File: config.mk
export PLATFORM = sky130hd
export DESIGN_NAME = regfile_wb_arbiter
export DESIGN_NICKNAME = d
export VERILOG_FILES = /design/src/rtl/regfile_pkg.sv /design/src/rtl/rr_arbiter.sv /design/src/rtl/regfile_wb_arbiter.sv
export SDC_FILE = /design/constraint.sdc
export NUM_CORES = 1
export LEC_CHECK = 0
export BUFFER_PORTS_ARGS = -buffer_cell sky130_fd_sc_hd__buf_2
export CAP_MARGIN = 20
export CORE_ASPECT_RATIO = 1.2
export CORE_MARGIN = 2
export CORE_UTILIZATION = 40
export CTS_CLUSTER_DIAMETER = 100
export DETAILED_ROUTE_END_ITERATION = 10
export MAX_ROUTING_LAYER = met4
export PLACE_DENSITY_LB_ADDON = 0.08
export SYNTH_ARGS = -nofsm -noshare
export SYNTH_HDL_FRONTEND = slang
export SYNTH_SLANG_ARGS = --single-unit
File: constraint.sdc
create_clock -name clk -period 4.2 [get_ports clk]
set_clock_uncertainty 0.15 [all_clocks]
set_input_delay 0.84 -clock clk [delete_from_list [all_inputs] [get_ports clk]]
set_output_delay 0.84 -clock clk [all_outputs]
set_load 0.1 [all_outputs]
File: src/rtl/regfile_pkg.sv
// ============================================================================
// Module : regfile_pkg
// Brief  : Shared register-file sizing defaults and the hardwired-zero index.
// Rev    : 1.0  initial release
// ============================================================================
`default_nettype none

package regfile_pkg;
  localparam int DEF_XLEN       = 32;
  localparam int DEF_NREGS      = 32;
  localparam int DEF_LOG2_NREGS = $clog2(DEF_NREGS);
  localparam int ZERO_REG       = 0;
endpackage

`default_nettype wire

File: src/rtl/rr_arbiter.sv
// ============================================================================
// Module : rr_arbiter
// Brief  : Round-robin arbiter; grants the first requester at or after rr_ptr.
// Rev    : 1.0  initial release
// ============================================================================
`default_nettype none

module rr_arbiter
  import regfile_pkg::*;
#(
  parameter int NREQ  = 2,
  parameter int IDX_W = $clog2(NREQ)
) (
  input  logic             clk,
  input  logic             reset,
  input  logic [NREQ-1:0]  req,
  input  logic             update_en,
  output logic [NREQ-1:0]  grant,
  output logic [IDX_W-1:0] grant_idx
);

  logic [IDX_W-1:0] r_ptr;
  logic             w_found;

  // Outer loop walks priority order from r_ptr; inner loop keeps indices constant.
  always_comb begin
    grant     = '0;
    grant_idx = '0;
    w_found   = 1'b0;
    for (int k = 0; k < NREQ; k++) begin
      for (int j = 0; j < NREQ; j++) begin
        if (!w_found && req[j] && (j == ((int'(r_ptr) + k) % NREQ))) begin
          w_found   = 1'b1;
          grant[j]  = 1'b1;
          grant_idx = IDX_W'(j);
        end
      end
    end
  end

  always_ff @(posedge clk) begin
    if (reset) begin
      r_ptr <= '0;
    end else if (update_en && w_found) begin
      r_ptr <= (grant_idx == IDX_W'(NREQ - 1)) ? '0 : grant_idx + 1'b1;
    end
  end

endmodule

`default_nettype wire

File: src/rtl/regfile_wb_arbiter.sv
// ============================================================================
// Module : regfile_wb_arbiter
// Brief  : Round-robin writeback port sharing with a per-register busy scoreboard.
// Rev    : 1.0  initial release
// ============================================================================
`default_nettype none

module regfile_wb_arbiter
  import regfile_pkg::*;
#(
  parameter int NREQ       = 2,
  parameter int XLEN       = DEF_XLEN,
  parameter int NREGS      = DEF_NREGS,
  parameter int LOG2_NREGS = $clog2(NREGS)
) (
  input  logic                       clk,
  input  logic                       reset,
  input  logic [NREQ-1:0]            req_valid,
  output logic [NREQ-1:0]            req_ready,
  input  logic [NREQ*LOG2_NREGS-1:0] req_addr,
  input  logic [NREQ*XLEN-1:0]       req_data,
  input  logic                       claim_valid,
  input  logic [LOG2_NREGS-1:0]      claim_addr,
  output logic [NREGS-1:0]           busy_mask,
  output logic                       claim_conflict,
  output logic                       write_enable,
  output logic [LOG2_NREGS-1:0]      write_addr,
  output logic [XLEN-1:0]            write_data,
  output logic [$clog2(NREQ)-1:0]    grant_id
);

  localparam int GID_W = $clog2(NREQ);
  localparam logic [LOG2_NREGS-1:0] c_zero_addr = LOG2_NREGS'(ZERO_REG);

  logic [NREQ-1:0]       w_req;
  logic [NREQ-1:0]       w_grant;
  logic [GID_W-1:0]      w_grant_idx;
  logic                  w_xfer;
  logic [LOG2_NREGS-1:0] w_addr_arr [NREQ];
  logic [XLEN-1:0]       w_data_arr [NREQ];
  logic [LOG2_NREGS-1:0] w_sel_addr;
  logic [XLEN-1:0]       w_sel_data;
  logic                  w_set;
  logic                  w_clr_hit;
  logic                  w_conflict;
  logic [NREGS-1:0]      w_busy_next;

  genvar gi;
  generate
    for (gi = 0; gi < NREQ; gi++) begin : g_unpack
      assign w_addr_arr[gi] = req_addr[gi*LOG2_NREGS +: LOG2_NREGS];
      assign w_data_arr[gi] = req_data[gi*XLEN +: XLEN];
    end
  endgenerate

  // Masking the request vector keeps ready low and the pointer frozen in reset.
  assign w_req = reset ? '0 : req_valid;

  rr_arbiter #(
    .NREQ  (NREQ),
    .IDX_W (GID_W)
  ) u_rr_arbiter (
    .clk       (clk),
    .reset     (reset),
    .req       (w_req),
    .update_en (1'b1),
    .grant     (w_grant),
    .grant_idx (w_grant_idx)
  );

  assign req_ready  = w_grant;
  assign w_xfer     = |w_grant;
  assign w_sel_addr = w_addr_arr[w_grant_idx];
  assign w_sel_data = w_data_arr[w_grant_idx];

  always_ff @(posedge clk) begin
    if (reset) begin
      write_enable <= 1'b0;
      write_addr   <= '0;
      write_data   <= '0;
      grant_id     <= '0;
    end else if (w_xfer) begin
      write_enable <= (w_sel_addr != c_zero_addr);
      write_addr   <= w_sel_addr;
      write_data   <= w_sel_data;
      grant_id     <= w_grant_idx;
    end else begin
      write_enable <= 1'b0;
      write_addr   <= '0;
      write_data   <= '0;
    end
  end

  // Clear is applied before set so a fresh claim overrides a retiring write.
  always_comb begin
    w_set       = claim_valid && (claim_addr != c_zero_addr);
    w_clr_hit   = write_enable && (write_addr == claim_addr);
    w_conflict  = w_set && busy_mask[claim_addr] && !w_clr_hit;
    w_busy_next = busy_mask;
    if (write_enable) begin
      w_busy_next[write_addr] = 1'b0;
    end
    if (w_set) begin
      w_busy_next[claim_addr] = 1'b1;
    end
    w_busy_next[ZERO_REG] = 1'b0;
  end

  always_ff @(posedge clk) begin
    if (reset) begin
      busy_mask      <= '0;
      claim_conflict <= 1'b0;
    end else begin
      busy_mask      <= w_busy_next;
      claim_conflict <= w_conflict;
    end
  end

endmodule

`default_nettype wire

---- After elaboration in Yosys (flattened, before gate mapping) ----
Cells that the tools add are included.
word-level totals
  bits in registers ....................... 73
  output and inout port bits .............. 74
  word-level logic and storage cells ...... 71
operators by class
  bitwise gates (word level) .............. 6
  reduce and logical (&&, ||, !) cells .... 23
  add/subtract/negate cells ............... 2
  equality and inequality tests ........... 2
  multiplexer cells ....................... 25
  order comparisons ....................... 5
operators by type and width
  operator                                                                             count
  32-bit 2-to-1 mux                                                                    5
  32-bit zero test                                                                     2
  32-bit AND                                                                           1
  32-bit inverter                                                                      1
  32-bit bitwise OR                                                                    1
  5-bit 2-to-1 mux                                                                     3
  1-bit logical AND                                                                    13
  1-bit 2-to-1 mux                                                                     13
  5-bit by 6-bit < comparator with 1-bit output, second input constant                 2
  1-bit demux with 5-bit select                                                        2
  5-bit by 1-bit greater-or-equal comparator with 1-bit output, second input constant  2
  5-bit nonzero test                                                                   2
  1-bit binary-select mux with 5-bit select                                            1
  5-bit equality test                                                                  1
  1-bit zero test                                                                      4
  2-bit OR reduction                                                                   2
  1-bit adder, second input constant                                                   2
  2-bit equality test, first input constant                                            1
  2-bit greater-or-equal comparator, second input constant                             1
  2-bit 2-to-1 mux                                                                     1
  1-bit inverter with 2-bit output                                                     1
  1-bit AND, first input constant                                                      1
  1-bit inverter                                                                       1

---- Longest topological paths before layout ----
Gate-level depths: netlist of the first run.
  depth after elaboration ................. 20
  depth in mapped cells ................... 7

---- Hierarchy ----
A second synthesis of the first run with hierarchy kept.
unflattened totals
  cells, all modules ...................... 346
  area, all modules ....................... 3,243.1 µm²
by module, submodules not included
  module              cells an instance  instances  area each (µm²)
  regfile_wb_arbiter  338                1          3,170.5
  rr_arbiter          8                  1          72.6

---- Worst setup path before layout of the first run ----
Ideal clock, no wire load.
  path type ............................... input port to output port
  from .................................... input port reset
  to ...................................... output port req_ready[1]
  path slack .............................. 1.082 ns
  data arrival time ....................... 2.128 ns
  stages .................................. 3
  cells stage by stage .................... nand3b_1 inv_2 clkbuf_1
between the ends
  word-level cells in the longest chain between the ends .. 15
  elaborated cells on any way between the ends .. 16
  classes of those cells .................. mux: 6; reduce/logical: 10
ends and longest elaborated chain
  item                            line                      RTL
  start, declared                 regfile_wb_arbiter.sv:17  input logic reset,
  2-bit 2-to-1 mux *              regfile_wb_arbiter.sv:57  assign w_req = reset ? '0 : req_valid;
  1-bit logical AND               rr_arbiter.sv:32          if (!w_found && req[j] && (j == ((int'(r_ptr) + k) % NREQ))) begin
  1-bit 2-to-1 mux                rr_arbiter.sv:32
  1-bit zero test                 rr_arbiter.sv:32
  1-bit logical AND (2 in a row)  rr_arbiter.sv:32
  1-bit 2-to-1 mux                rr_arbiter.sv:32
  1-bit zero test                 rr_arbiter.sv:32
  1-bit logical AND (2 in a row)  rr_arbiter.sv:32
  1-bit 2-to-1 mux                rr_arbiter.sv:32
  1-bit zero test                 rr_arbiter.sv:32
  1-bit logical AND (2 in a row)  rr_arbiter.sv:32
  1-bit 2-to-1 mux *              rr_arbiter.sv:32
  end, declared                   regfile_wb_arbiter.sv:19  output logic [NREQ-1:0] req_ready,
Every way passes the cells marked *; elsewhere a longest branch is shown, timed or not.

---- Final worst setup path of the first run ----
  from .................................... input port req_valid[1]
  to ...................................... output port req_ready[0]
between the ends
  word-level cells in the longest chain between the ends .. 8
ends and longest elaborated chain
  item                            line                      RTL
  start, declared                 regfile_wb_arbiter.sv:18  input logic [NREQ-1:0] req_valid,
  2-bit 2-to-1 mux                regfile_wb_arbiter.sv:57
  1-bit logical AND (2 in a row)  rr_arbiter.sv:32
  1-bit 2-to-1 mux                rr_arbiter.sv:32
  1-bit zero test                 rr_arbiter.sv:32
  1-bit logical AND (2 in a row)  rr_arbiter.sv:32
  1-bit 2-to-1 mux                rr_arbiter.sv:32
Every way passes these cells.

==> reports/qor.json, run 1 <==
{
  "holdWs": {"value": 0.300, "unit": "ns"},
  "horizontal_extent_of_the_die": {"value": 85.9, "unit": "um"},
  "grt_first_pass_wirelength": {"value": 15700, "unit": "um"},
  "cp.arrival": {"value": 1.71, "unit": "ns"},
  "place_inst": {"value": 612},
  "finalSetupViolations": {"value": 0},
  "rsz0062_at_grt": {"value": "no"},
  "pwr_density_cell": {"value": 429, "unit": "mW/mm^2"},
  "worst_hold_end": {"value": "grant_id"},
  "synthFlopType": {"value": "sky130_fd_sc_hd__dfxtp_1"},
  "synth.ff_latch_count": {"value": 72},
  "setup_fix_bufs_post_cts": {"value": 0},
  "drt-initial-drc-count": {"value": 206},
  "wl_per_cell": {"value": 15.9, "unit": "um"},
  "slew_of_the_pin_with_the_lowest_slew_margin": {"value": 0.772, "unit": "ns"},
  "syn-num-nets": {"value": 473},
  "initial_core_util": {"value": 41.5, "unit": "%"},
  "final_cells": {"value": 628},
  "post_cts_resize_count": {"value": 0},
  "routed_wirelength": {"value": 9960, "unit": "um"},
  "critical_path_required": {"value": 3.21, "unit": "ns"},
  "power.leakage": {"value": 0.00202, "unit": "uW"},
  "synth.largest_area_cell": {"value": "sky130_fd_sc_hd__dfxtp_1"},
  "synth_cells": {"value": 389},
  "antenna_found_initial": {"value": 0},
  "synth_async_sr_flop_share": {"value": 0, "unit": "%"},
  "timing.fmax": {"value": 370, "unit": "MHz"},
  "status": {"value": "finished with violations"},
  "period_share": {"value": 64.3, "unit": "%"},
  "postCtsHoldBufs": {"value": 0},
  "timing.max_slew.rel_slack": {"value": 48.5, "unit": "%"},
  "core_area": {"value": 0.00775, "unit": "mm^2"},
  "buffer_ports.inserted": {"value": 156},
  "ir_drop": {"value": 0.000231, "unit": "V"},
  "synthTopCellsByCount": {"value": "sky130_fd_sc_hd__nand2_1, sky130_fd_sc_hd__dfxtp_1, sky130_fd_sc_hd__a21oi_1"},
  "post_syn_area_per_cell": {"value": 8.27, "unit": "um^2"},
  "fp-row-count": {"value": 35},
  "hold_path_class": {"value": "reg2reg"},
  "ys_seq_area_share": {"value": 44.8, "unit": "%"},
  "clock_tree.buffer_depth": {"value": 2},
  "hold_depth": {"value": 2},
  "fp.dieArea": {"value": 0.00878, "unit": "mm^2"},
  "finalPower": {"value": 1830, "unit": "uW"},
  "placedInstanceArea": {"value": 0.00401, "unit": "mm^2"},
  "detail-route-antenna-nets": {"value": 0},
  "die_height": {"value": 102, "unit": "um"},
  "critPathLaunchType": {"value": "primary input"},
  "maxSlewViolCount": {"value": 0},
  "hold_path_startpoint": {"value": "grant_id"},
  "final_layout_size_suffix_gt1_share": {"value": 34.3, "unit": "%"},
  "global_route.overflow_total": {"value": 0},
  "worst_r2r_startpoint": {"value": "write_addr[4]"},
  "fin_setup_tns": {"value": 0, "unit": "ns"},
  "first_global_vias": {"value": 3255},
  "vias_per_cell": {"value": 5.28},
  "htree_levels": {"value": 3},
  "synth.top_cell.area_share": {"value": 44.8, "unit": "%"},
  "timing.setup.critical_path_class": {"value": "in2out"},
  "numClockSinks": {"value": 72},
  "dp.final_hpwl": {"value": 7050, "unit": "um"},
  "remaining_drc_errors": {"value": 4},
  "unique_cell_type_count_in_the_yosys_netlist": {"value": 48},
  "clk_transition_reported_paths": {"value": 0.07, "unit": "ns"},
  "track_usage": {"value": 23.4, "unit": "%"},
  "failed_checks": {"value": "design-rule violations"},
  "place.gp.congestion": {"value": 0.889},
  "final.min_clock_period": {"value": 2.70, "unit": "ns"},
  "synth-warning-count": {"value": 0},
  "insertedDiodeCount": {"value": 0},
  "master_cell_of_the_clock_root_buffer": {"value": "sky130_fd_sc_hd__clkbuf_8"},
  "max_cap_violations": {"value": 0},
  "timing.rr.end": {"value": "busy_mask[17]"},
  "synth_top_cells_by_area": {"value": "sky130_fd_sc_hd__dfxtp_1, sky130_fd_sc_hd__nand2_1, sky130_fd_sc_hd__a21oi_1"},
  "rr_worst_depth": {"value": 4},
  "synth_edf_count": {"value": 0},
  "cts_inserted_buffers": {"value": 9},
  "detail_route.first_pass.iterations": {"value": 10},
  "synthToLayoutAreaGrowth": {"value": 32.5, "unit": "%"},
  "grt_max_degree": {"value": 40},
  "crit_fanout": {"value": 3},
  "layout.cell_area.non_filler": {"value": 0.00426, "unit": "mm^2"},
  "worstSetupEndpointType": {"value": "output pin"},
  "design.portCount": {"value": 158},
  "cts_tree": {"value": "done"},
  "r2r_slack": {"value": 2.57, "unit": "ns"},
  "yosys.cell_count.top_type": {"value": "sky130_fd_sc_hd__nand2_1"},
  "worst_skew_pair.late_latency": {"value": 0.35, "unit": "ns"},
  "netlist_area": {"value": 0.00322, "unit": "mm^2"},
  "final_net_count": {"value": 615},
  "hold_violations": {"value": 0},
  "route.vias.total": {"value": 3318}
}
## cell families after synthesis
group / Yosys count / synth area share [%]
mux: 10 / 5.44
compound gates: 103 / 17.1
other cells: 1 / 0.117
xor+xnor: 5 / 1.36
buf+inv: 32 / 5.09
flops: 72 / 44.8
simple gates: 166 / 26.1
## power by group
part           total [uW]  leakage, uW  internal (uW)  switching [uW]
logic                 399      0.00131           86.7             312
clock network         699     0.000123            414             285
registers             730     0.000589            711            19.2
## area by class of cell
cell class	count	area (um^2)
Clock buffer	10	138
Clock inverter	6	115
Fill cell	736	3490
Inverter	3	11.3
Multi-Input combinational cell	285	1620
Sequential cell	72	1440
Tap cell	92	115
Timing Repair Buffer	160	826
## layout by cell type (no fill, tap or decap), drive strengths merged, types with 6 or more instances in the layout
cell	count
nand2	94
nand3b	18
o21ai	49
nor2b	17
a21oi	44
nand2b	6
clkbuf	10
buf	160
dfxtp	72
## metrics by stage
stage	util [%]	worst slack [ns]
floorplan	-	1.08
global placement	51.7	1.53
detailed placement	51.7	1.52
CTS	55.0	1.52
global route	55.0	1.47
finish	55.0	1.50
## flip-flops by register name, indices dropped and copies added, names as in the netlist
register and cells:
grant_id 1, busy_mask 31, u_rr_arbiter.r_ptr 1, claim_conflict 1
write_data 32, write_addr 5, write_enable 1
## worst max-delay path by stage
stage          depth (start not counted)      endpoint         start
6_report                               4  req_ready[0]  req_valid[1]
5_1_grt                                4  req_ready[0]  req_valid[1]
4_1_cts                                4  req_ready[0]  req_valid[1]
3_5_place_dp                           4  req_ready[0]  req_valid[1]
3_3_place_gp                           4  req_ready[0]  req_valid[1]
2_1_floorplan                          3  req_ready[1]         reset
## routing by layer
layer,GRT usage (%),up-vias,share of wire [%]
met4,8.06,0,2.2
met3,6.22,21,8.1
met1,27.6,1532,40
met5,-,-,0
li1,-,1615,-
met2,38.7,150,50
## critical path: stages
cell                      delay [ns]
sky130_fd_sc_hd__buf_2          0.12
sky130_fd_sc_hd__a21oi_1        0.18
sky130_fd_sc_hd__and2_1         0.15
sky130_fd_sc_hd__buf_2          0.42
No activity file was read; power rests on OpenSTA's default activity.
==> run 2: changes to the inputs <==
clock period = 2.45 ns   (was 4.2 ns; I/O delays follow)
==> reports/qor.json, run 2 (synthesis gave the netlist of run 1 again) <==
{
  "drt-initial-drc-count": {"value": 218, "change": "+5.8%"},
  "layout_commonest_cell": {"value": "sky130_fd_sc_hd__buf_2"},
  "status": {"value": "finished with violations"},
  "registers.top_by_ff_count": {"value": "write_data"},
  "crit_fanout": {"value": 10, "change": "+7"},
  "post_cts_resize_count": {"value": 0, "change": "unchanged"},
  "synthToLayoutAreaGrowth": {"value": 33.0, "unit": "%"},
  "core_area": {"value": 0.00775, "unit": "mm^2", "change": "unchanged"},
  "final_cell_mix": {"value": "sky130_fd_sc_hd__buf_2, sky130_fd_sc_hd__nand2_1, sky130_fd_sc_hd__dfxtp_1"},
  "critical_path_required": {"value": 1.81, "unit": "ns", "change": "-1.40 ns"},
  "rsz0062_at_grt": {"value": "no"},
  "timing.critical_path.slowest_stage_cell": {"value": "sky130_fd_sc_hd__dfxtp_1"},
  "rr_worst_depth": {"value": 4, "change": "unchanged"},
  "final_net_count": {"value": 618, "change": "+0.49%"},
  "grt_max_degree": {"value": 40, "change": "unchanged"},
  "placedInstanceArea": {"value": 0.00405, "unit": "mm^2", "change": "+0.94%"},
  "hold_path_class": {"value": "in2reg"},
  "numClockSinks": {"value": 72, "change": "unchanged"},
  "insertedDiodeCount": {"value": 0, "change": "unchanged"},
  "postCtsHoldBufs": {"value": 0, "change": "unchanged"},
  "timing.setup.critical_path_class": {"value": "reg2out"},
  "crit_path_cell_trace": {"value": "buf_2"},
  "track_usage": {"value": 23.3, "unit": "%", "change": "-0.14 points"},
  "hold_violations": {"value": 0, "change": "unchanged"},
  "fin_setup_tns": {"value": 0, "unit": "ns", "change": "unchanged"},
  "failed_checks": {"value": "design-rule violations"},
  "dp.final_hpwl": {"value": 7240, "unit": "um", "change": "+2.8%"},
  "die_height": {"value": 102, "unit": "um", "change": "unchanged"},
  "routed_wirelength": {"value": 9800, "unit": "um", "change": "-1.6%"},
  "place_inst": {"value": 615, "change": "+0.49%"},
  "detail-route-antenna-nets": {"value": 0, "change": "unchanged"},
  "reg.largest.list": {"value": "write_data x32, busy_mask x31, write_addr x5"},
  "fp.dieArea": {"value": 0.00878, "unit": "mm^2", "change": "unchanged"},
  "final.min_clock_period": {"value": 2.10, "unit": "ns"},
  "ff_latch_area": {"value": 0.00144, "unit": "mm^2", "change": "unchanged"},
  "layout.cell_area.non_filler": {"value": 0.00428, "unit": "mm^2", "change": "+0.38%"},
  "final_cells": {"value": 631, "change": "+0.48%"},
  "finalSetupViolations": {"value": 0, "change": "unchanged"},
  "first_global_vias": {"value": 3251, "change": "-0.12%"},
  "master_cell_of_the_clock_root_buffer": {"value": "sky130_fd_sc_hd__clkbuf_8"},
  "detail_route.first_pass.iterations": {"value": 9, "change": "-1"},
  "cp.arrival": {"value": 1.46, "unit": "ns", "change": "-0.25 ns"},
  "ir_drop": {"value": 0.000476, "unit": "V", "change": "+110%"},
  "nFillCells": {"value": 746, "change": "+1.4%"},
  "cts_tree": {"value": "done"},
  "grt_first_pass_wirelength": {"value": 15500, "unit": "um", "change": "-1.2%"},
  "worst_skew_pair.late_latency": {"value": 0.35, "unit": "ns", "change": "about the same"},
  "antenna_found_initial": {"value": 0, "change": "unchanged"},
  "place.gp.congestion": {"value": 0.854, "change": "-3.9%"},
  "clock_tree.buffer_depth": {"value": 2, "change": "unchanged"},
  "critical-path-top-delay-family": {"value": "flip-flops"},
  "clk_transition_reported_paths": {"value": 0.08, "unit": "ns", "change": "about the same"},
  "multi_input_area": {"value": 0.00162, "unit": "mm^2", "change": "unchanged"},
  "max_cap_violations": {"value": 0, "change": "unchanged"},
  "timing.critical_path.depth": {"value": 1, "change": "-3"},
  "timing.max_slew.rel_slack": {"value": 65.8, "unit": "%", "change": "+17 points"},
  "horizontal_extent_of_the_die": {"value": 85.9, "unit": "um", "change": "unchanged"},
  "initial_core_util": {"value": 41.5, "unit": "%", "change": "unchanged"},
  "buffer_ports.inserted": {"value": 156, "change": "unchanged"},
  "htree_levels": {"value": 3, "change": "unchanged"},
  "maxSlewViolCount": {"value": 0, "change": "unchanged"},
  "wl_per_cell": {"value": 15.5, "unit": "um", "change": "-2.0%"},
  "vias_per_cell": {"value": 5.28, "change": "-0.12%"},
  "global_route.overflow_total": {"value": 0, "change": "unchanged"},
  "route.vias.total": {"value": 3330, "change": "+0.36%"},
  "slew_of_the_pin_with_the_lowest_slew_margin": {"value": 0.517, "unit": "ns", "change": "-0.256 ns"},
  "hold_depth": {"value": 3, "change": "+1"},
  "period_share": {"value": 85.6, "unit": "%"},
  "final_layout_size_suffix_gt1_share": {"value": 34.5, "unit": "%", "change": "+0.18 points"},
  "worst_path_largest_cell_delay": {"value": 0.59, "unit": "ns", "change": "+0.17 ns"},
  "design.portCount": {"value": 158, "change": "unchanged"},
  "worstSetupEndpointType": {"value": "output pin"},
  "timing.fmax": {"value": 477, "unit": "MHz"},
  "cts_inserted_buffers": {"value": 9, "change": "unchanged"},
  "critical_path_buf_inv_count": {"value": 1, "change": "-1"},
  "critPathLaunchType": {"value": "register"},
  "setup_fix_bufs_post_cts": {"value": 0, "change": "unchanged"},
  "pwr_density_cell": {"value": 707, "unit": "mW/mm^2", "change": "+65%"},
  "power.leakage": {"value": 0.00203, "unit": "uW", "change": "+0.37%"},
  "holdWs": {"value": 0.218, "unit": "ns", "change": "-0.0810 ns"},
  "remaining_drc_errors": {"value": 4, "change": "unchanged"},
  "fp-row-count": {"value": 35, "change": "unchanged"},
  "largest_register_ff_count": {"value": 32, "change": "unchanged"}
}
## run 2: final cells by class
cell class	count	area share, %
timing repair buffer	163	20.2
sequential	72	33.7
clock buffer	12	3.63
inverter	3	0.263
tap	92	2.69
multi-input combinational	285	37.8
clock inverter	4	1.78
## run 2: final timing paths
| path | startpoint | to | slack, ns |
|---|---|---|---|
| max | write_addr[3] | write_addr[3] | 0.35 |
| min | req_data[34] | write_data[2] | 0.22 |
| max reg2reg | write_addr[4] | busy_mask[18] | 0.85 |
| min reg2reg | grant_id | grant_id | 0.29 |
## run 2: per-layer routing
metal | up-vias | GRT usage (%) | share of wire (%)
li1 | 1627 | - | -
met3 | 20 | 5.82 | 7.9
met2 | 145 | 37.5 | 50
met5 | - | - | 0
met1 | 1538 | 26.8 | 40
met4 | 0 | 12.2 | 2.8
## run 2: where the power goes
group,internal [uW],switching [uW]
Sequential,1220,33.3
Clock,631,451
Combinational,155,536
## run 2: metrics by stage
step                      worst slack (ns)  power [uW]  utilization (%)
after floorplan                     0.0317        1800                -
after global placement               0.333        1960             52.2
after detailed placement             0.290        1970             52.2
after CTS                            0.372        3040             55.2
after global routing                 0.307        3140             55.2
final                                0.354        3030             55.2
